==> config.mk <==
export PLATFORM = sky130hd
export DESIGN_NAME = sr_cmd_gen
export DESIGN_NICKNAME = d
export VERILOG_FILES = /design/src/rtl/sr_cmd_gen.sv
export SDC_FILE = /design/constraint.sdc
export NUM_CORES = 1
export LEC_CHECK = 0
export CORE_ASPECT_RATIO = 1.25
export CORE_MARGIN = 2
export CORE_UTILIZATION = 37
export CTS_CLUSTER_DIAMETER = 50
export DETAILED_ROUTE_END_ITERATION = 10
export HOLD_SLACK_MARGIN = 0.15
export PLACE_DENSITY = 0.62
export REMOVE_ABC_BUFFERS = 1
export SYNTH_ARGS = -nofsm -noshare
export SYNTH_HDL_FRONTEND = slang
export SYNTH_SLANG_ARGS = --single-unit
==> constraint.sdc <==
create_clock -name clk -period 3.6 [get_ports clk]
set_input_delay 0.9 -clock clk [delete_from_list [all_inputs] [get_ports clk]]
set_output_delay 0.9 -clock clk [all_outputs]
set_load 0.005 [all_outputs]
==> src/rtl/sr_cmd_gen.sv <==
// sr_cmd_gen: front-end command stage for an SR flop.
// Synchronizes and debounces two raw request lines (set / clear), turns the
// rising edge of each debounced level into a request, arbitrates, and issues
// mutually exclusive registered s / r pulses of PULSE_W cycles followed by a
// HOLDOFF-cycle idle window.
//
// Ports:
//   clk       in   clock, rising edge
//   reset     in   synchronous, active-high reset
//   set_in    in   raw set request (asynchronous, may bounce)
//   clr_in    in   raw clear request (asynchronous, may bounce)
//   s         out  registered set pulse
//   r         out  registered reset pulse
//   busy      out  registered, high whenever the FSM is not idle
//   conflict  out  one-cycle flag: set and clear requested together while idle
//   drop      out  one-cycle flag: request discarded because the FSM was busy

// sr_cmd_gen_chan: one request channel.
// 2-flop synchronizer, debouncer and rising-edge detector.
//
// Ports:
//   clk    in   clock
//   reset  in   synchronous, active-high reset
//   raw    in   raw asynchronous request line
//   req_c  out  combinational: debounced level rose on the last edge
module sr_cmd_gen_chan #(
  parameter int unsigned DB_CYCLES = 4
) (
  input  logic clk,
  input  logic reset,
  input  logic raw,
  output logic req_c
);

  localparam int unsigned DBC_W   = 8;
  localparam logic [DBC_W-1:0] DB_LAST = DBC_W'(DB_CYCLES - 1);

  logic             sync_1;
  logic             sync_2;
  logic             deb;
  logic             deb_q;
  logic [DBC_W-1:0] dbc;

  // Synchronizer, debounce counter and previous-level register.
  always_ff @(posedge clk) begin
    if (reset) begin
      sync_1 <= 1'b0;
      sync_2 <= 1'b0;
      deb    <= 1'b0;
      deb_q  <= 1'b0;
      dbc    <= '0;
    end else begin
      sync_1 <= raw;
      sync_2 <= sync_1;
      deb_q  <= deb;
      if (sync_2 == deb) begin
        // Any return to the held level restarts the stability count.
        dbc <= '0;
      end else if (dbc == DB_LAST) begin
        // This cycle completes DB_CYCLES consecutive differing samples.
        deb <= sync_2;
        dbc <= '0;
      end else begin
        dbc <= dbc + DBC_W'(1);
      end
    end
  end

  // Only rising edges of the debounced level are requests.
  assign req_c = deb & ~deb_q;

endmodule

module sr_cmd_gen #(
  parameter int unsigned DB_CYCLES = 4,
  parameter int unsigned PULSE_W   = 1,
  parameter int unsigned HOLDOFF   = 2
) (
  input  logic clk,
  input  logic reset,
  input  logic set_in,
  input  logic clr_in,
  output logic s,
  output logic r,
  output logic busy,
  output logic conflict,
  output logic drop
);

  localparam int unsigned PC_W = 4;
  localparam int unsigned HC_W = 8;
  localparam logic [PC_W-1:0] PC_INIT = PC_W'(PULSE_W - 1);
  // HC_INIT is never loaded when HOLDOFF is zero; keep it in range anyway.
  localparam logic [HC_W-1:0] HC_INIT = (HOLDOFF == 0) ? '0 : HC_W'(HOLDOFF - 1);
  localparam bit HAS_HOLD = (HOLDOFF != 0);

  typedef enum logic [1:0] {
    ST_IDLE,
    ST_PULSE_S,
    ST_PULSE_R,
    ST_HOLD
  } state_t;

  state_t          state;
  logic [PC_W-1:0] pc;
  logic [HC_W-1:0] hc;
  logic            set_req_c;
  logic            clr_req_c;
  logic            any_req_c;

  sr_cmd_gen_chan #(.DB_CYCLES(DB_CYCLES)) u_set_chan (
    .clk   (clk),
    .reset (reset),
    .raw   (set_in),
    .req_c (set_req_c)
  );

  sr_cmd_gen_chan #(.DB_CYCLES(DB_CYCLES)) u_clr_chan (
    .clk   (clk),
    .reset (reset),
    .raw   (clr_in),
    .req_c (clr_req_c)
  );

  assign any_req_c = set_req_c | clr_req_c;

  // Command FSM with registered outputs. s and r are only ever raised from
  // IDLE in mutually exclusive branches, so s=r=1 cannot occur.
  always_ff @(posedge clk) begin
    if (reset) begin
      state    <= ST_IDLE;
      s        <= 1'b0;
      r        <= 1'b0;
      busy     <= 1'b0;
      conflict <= 1'b0;
      drop     <= 1'b0;
      pc       <= '0;
      hc       <= '0;
    end else begin
      conflict <= 1'b0;
      drop     <= 1'b0;
      unique case (state)
        ST_IDLE: begin
          if (set_req_c && clr_req_c) begin
            conflict <= 1'b1;
          end else if (set_req_c) begin
            state <= ST_PULSE_S;
            s     <= 1'b1;
            busy  <= 1'b1;
            pc    <= PC_INIT;
          end else if (clr_req_c) begin
            state <= ST_PULSE_R;
            r     <= 1'b1;
            busy  <= 1'b1;
            pc    <= PC_INIT;
          end
        end

        ST_PULSE_S, ST_PULSE_R: begin
          // Requests while busy are discarded, never queued.
          drop <= any_req_c;
          if (pc == '0) begin
            s <= 1'b0;
            r <= 1'b0;
            if (HAS_HOLD) begin
              state <= ST_HOLD;
              hc    <= HC_INIT;
            end else begin
              state <= ST_IDLE;
              busy  <= 1'b0;
            end
          end else begin
            pc <= pc - PC_W'(1);
          end
        end

        ST_HOLD: begin
          drop <= any_req_c;
          if (hc == '0) begin
            state <= ST_IDLE;
            busy  <= 1'b0;
          end else begin
            hc <= hc - HC_W'(1);
          end
        end

        default: begin
          state <= ST_IDLE;
          s     <= 1'b0;
          r     <= 1'b0;
          busy  <= 1'b0;
        end
      endcase
    end
  end

endmodule

---- Word level (Yosys, flattened, before mapping) ----
Cells that the tools add are included.
Widths: inputs -> output; s select.
storage, ports and cells
  word-level logic and storage cells ...... 95
  input port bits ......................... 4
  flip-flop bits (word level) ............. 43
  output and inout port bits .............. 5
operators by class
  reduce and logical (&&, ||, !) cells .... 20
  add/sub/neg operators ................... 4
  bitwise logic cells ..................... 10
  mux-type cells .......................... 27
  equal/unequal tests ..................... 16
operators with widths
  operator             number
  $add 8x1->8 const B  2
  $eq 8x2->1 const B   2
  $mux 4               4
  $mux 8               2
  $ne 2x2->1 const B   8
  $pmux 8 s2           1
  $reduce_and 4->1     4
  $mux 1               10
  $mux 2               5
  $reduce_or 3->1      3
  $logic_not 8->1      1
  $pmux 4 s2           1
  $sub 8x1->8 const B  1
  $not 1->1            7
  $pmux 1 s2           3
  $pmux 2 s3           1
  $reduce_or 2->1      3
  $reduce_and 5->1     1
  $eq 2x2->1 const B   2
  $logic_not 4->1      1
  $reduce_and 2->1     2
  $reduce_bool 2->1    2
  $sub 4x1->4 const B  1
  $ne 3x3->1 const B   1
  7 further kinds      9

---- Longest topological paths before layout ----
  word-level depth ........................ 6
  gate-level depth with buffers ........... 8
  depth with buffers taken out ............ 7

---- Hierarchy ----
A second synthesis with hierarchy kept.
second synthesis, totals
  cell total of the unflattened synthesis .. 224
  area total of the unflattened synthesis .. 1985.7 µm²
by module, submodules not included
  module                        area an instance (µm²)  times used  cells an instance  sequential area each (µm²)
  sr_cmd_gen                    1047.3                  1           124                380.4
  sr_cmd_gen_chan (u_set_chan)  471.7                   1           51                 240.2
  sr_cmd_gen_chan (u_clr_chan)  466.7                   1           49                 240.2

---- Least setup slack after synthesis ----
No wires, ideal clock.
  path type ............................... register to register
  start point ............................. register state[0]
  end point ............................... register pc[3]
  setup time .............................. 0.086 ns
  slack ................................... 1.751 ns
  period minus slack after synthesis ...... 1.849 ns
  arrival ................................. 1.763 ns
  cell stages (with the launch flop) ...... 9
  path buffers ............................ 1
  data required time ...................... 3.514 ns
  cell sequence ........................... dfxtp_1 > inv_1 > ha_1 > buf_6 > and4bb_4 > nor2b_2 > o21ai_1 > or3_1 > a211oi_1
on the way
  cells in the longest elaborated chain, start to end .. 4
  elaborated cells on any way between the ends .. 10
  those cells by class .................... eq/ne (5); mux (1); reduce/logical (4)
ends and longest elaborated chain
  element                                                    RTL line  text
  from (decl)                                                104       state_t state;
  from (signal assigned)                                     131       state <= ST_IDLE;
  from (signal assigned)                                     147       state <= ST_PULSE_S;
  from (signal assigned)                                     152       state <= ST_PULSE_R;
  $eq 2x1->1 or $eq 2x2->1 (tied branches)                   142       unique case (state)
  $reduce_or 2->1                                            142
  $ne 2x2->1 (no line) or $reduce_bool 2->1 (tied branches)  -
  $reduce_and 4->1 (no line)                                 -
  to (signal assigned)                                       173       pc <= pc - PC_W'(1);
  to (decl)                                                  105       logic [PC_W-1:0] pc;
Parallel ways exist; a longest one is shown, timed or not.
A chain may end at the register's enable or synchronous reset.

---- Worst setup path in the final report ----
  start point ............................. input reset
  end point ............................... register u_set_chan.dbc[2]
on the way
  cells in the longest elaborated chain, start to end .. 1
ends and longest elaborated chain
  element                    RTL line  text
  from (decl)                80        input logic reset,
  $reduce_or 3->1 (no line)  -
  to (signal assigned)       64        dbc <= dbc + DBC_W'(1);
  to (decl)                  42        logic [DBC_W-1:0] dbc;
No other way between the ends.

==> impl_metrics.json <==
{
  "status": "finished, final reports clean",
  "cts-root-buf": "clkbuf_8",
  "antennaDiodeCount": 0,
  "postRouteAntennaNets": 0,
  "cts_made_buffers": 5,
  "finalHoldViolations": 0,
  "cts_resized": 0,
  "synth_fa_ha_area_share_pct": 5.714,
  "max-clock-path-buffers": 2,
  "hp-class": "reg2reg",
  "synth.area.mux_share_pct": 1.524,
  "hold_buffers": 0,
  "clock_latency_ns": 0.29,
  "critPathKind": "in2reg",
  "maxCapViolations": 0,
  "yosys-top-cells-area": "dfxtp_1 (44%), xor2_1 (6.2%), nor2_1 (5.9%)",
  "cts_num_sinks": 43,
  "synth_edf_count": 0,
  "remaining_drc_errors": 0,
  "start_util_pct": 38.52,
  "vias_per_cell": 4.958,
  "cts_setup_buffers": 0,
  "setup_tns_ns": 0,
  "io_pins": 9,
  "synth_top_family_by_area": "simple AND/OR/NAND/NOR gates",
  "synth_compound_area_share_pct": 9.905,
  "port-buffer-count": 8,
  "routabilityCongestion": 0.7196,
  "crit_path_end_kind": "flip-flop",
  "ys_ff_latch": 43,
  "wl_per_cell_um": 11.39,
  "via_count": 1403,
  "die_width_um": 69.28,
  "synth_warnings": 0,
  "drive_gt1_share_pct": 9.050,
  "post-route-min-period_ns": 2.231,
  "synth_top_area_share_pct": 43.68,
  "worstMarginPinSlew_ns": 0.8509,
  "grt_pass1_wl_um": 5664,
  "htree_levels": 2,
  "yosysSeqAreaShare_pct": 43.68,
  "period_share_pct": 61.98,
  "fin_skew_ns": 0.01000,
  "path_clk_slew_ns": 0.07,
  "finalNetCount": 234,
  "synthSimpleGateAreaFrac_pct": 26.29,
  "core.rowCount": 29,
  "drv_slew": 0,
  "cts_tree": "built",
  "hold_ws_ns": 0.4332,
  "rsz0062_at_grt": "no",
  "track_usage_pct": 11.93,
  "leakage_nw": 0.8226,
  "synth_most_common_cell": "dfxtp_1",
  "core_um2": 5116,
  "yosys.area.top_type": "dfxtp_1",
  "syn_area_um2": 1971,
  "grt_max_degree": 24,
  "netlist-cell-type-count": 45,
  "antenna_found_initial": 0,
  "synth_xor_area_share_pct": 10.16,
  "worst_ir_drop_vdd_mv": 0.4035,
  "overflow": 0,
  "hpwl_um": 2332,
  "drt-initial-drc-count": 95,
  "dieHeight_um": 85.60,
  "postSynthAreaPerCell_um2": 9.384,
  "synthFlopType": "dfxtp_1",
  "worst_ep_arrival_time_ns": 2.41,
  "async_flop_share_pct": 0,
  "synthCells": 210,
  "synth_commonest_cells": "dfxtp_1 (43), nor2_1 (31), xor2_1 (14), nand2_1 (13), ha_1 (9)",
  "dieArea_um2": 5930,
  "required_ns": 3.78,
  "area_growth_pct": 11.24,
  "p_per_area_nw_per_um2": 714.7,
  "drtPass1Iterations": 4,
  "crit_fanout": 23,
  "max_freq_ghz": 0.4481,
  "routed_wl_um": 3222,
  "setup_viol": 0,
  "relSlewSlack_pct": 43.09,
  "grt_pass1_vias": 1318,
  "start_kind": "input pin"
}
## layer usage
metal	track usage, %	routed length, um	vias to the layer above
met1	13.46	1495	641
li1	-	-	737
met4	5.882	58	0
met3	3.643	105	7
met5	0	0	-
met2	20.45	1563	18
## final cells by class
cell class	count	area, um2
clock buffer	6	82.58
clock inverter	1	5.005
fill	517	2924
inverter	8	30.03
multi-input combinational	155	1056
sequential	43	860.8
tap	62	77.57
timing repair buffer	8	80.08
## path summary, 6_finish.rpt
kind                     from                 to  slack [ns]  depth (start not counted)
max                     reset  u_set_chan.dbc[2]        1.37                          4
min          u_clr_chan.deb_q           conflict        0.43                          1
max reg2reg          state[0]              pc[3]        1.52                          7
min reg2reg  u_clr_chan.deb_q           conflict        0.43                          1
## sequential cells by signal (all words and copies together), names as in the netlist
register	count
hc	8
u_set_chan.sync_1	1
conflict	1
u_clr_chan.sync_2	1
state	2
u_clr_chan.deb	1
r	1
u_clr_chan.dbc	8
busy	1
pc	4
s	1
u_clr_chan.sync_1	1
u_clr_chan.deb_q	1
u_set_chan.deb	1
u_set_chan.sync_2	1
u_set_chan.dbc	8
drop	1
u_set_chan.deb_q	1
## critical path: stages
cell and delay, ns:
clkdlybuf4s50_1 1.02, nor2_1 0.14, nand2_1 0.25, nor2_1 0.09
## logic make-up (layout without fill, tap and decap cells)
group / after synthesis / after routing
adder cells (fa/ha/maj): 9 / 9
flip-flops: 43 / 43
buffers and inverters: 12 / 23
AO/OA/AOI/OAI: 25 / 25
XOR/XNOR: 22 / 22
multiplexers: 3 / 3
AND/OR/NAND/NOR: 96 / 96
## power by group
part           switching, W  total [W]  internal, W
clock network      0.000155   0.000306     0.000151
registers         0.0000721   0.000623     0.000551
logic              0.000343   0.000638     0.000295
total              0.000570    0.00157     0.000996
## through the flow
stage	setup slack [ns]	total power (W)	utilization [%]	instance area [um2]	instances
6_report	1.369	0.001567	42.85	2192	283
5_1_grt	1.200	0.001680	42.85	2192	283
4_1_cts	1.356	0.001586	42.85	2192	283
3_5_place_dp	1.042	0.001273	41.13	2105	276
3_3_place_gp	1.079	0.001264	41.13	2105	276
2_1_floorplan	1.722	0.001144	-	1947	206
## placed cells by master, fill, tap and decap left out, drive strengths merged, types with 2 or more instances in the layout
cell type	count
and3	6
or2	3
nor4	2
dfxtp	43
a21oi	8
or3	5
nor2b	7
mux2i	3
inv	8
nand2	14
nor3	7
clkdlybuf4s50	8
xnor2	8
o21ai	3
o31ai	2
nand3	9
ha	9
nand4	3
nor2	31
a211oi	4
and2b	2
clkbuf	6
a31oi	3
xor2	14
Note: power is estimated with default switching activity, not from simulation.
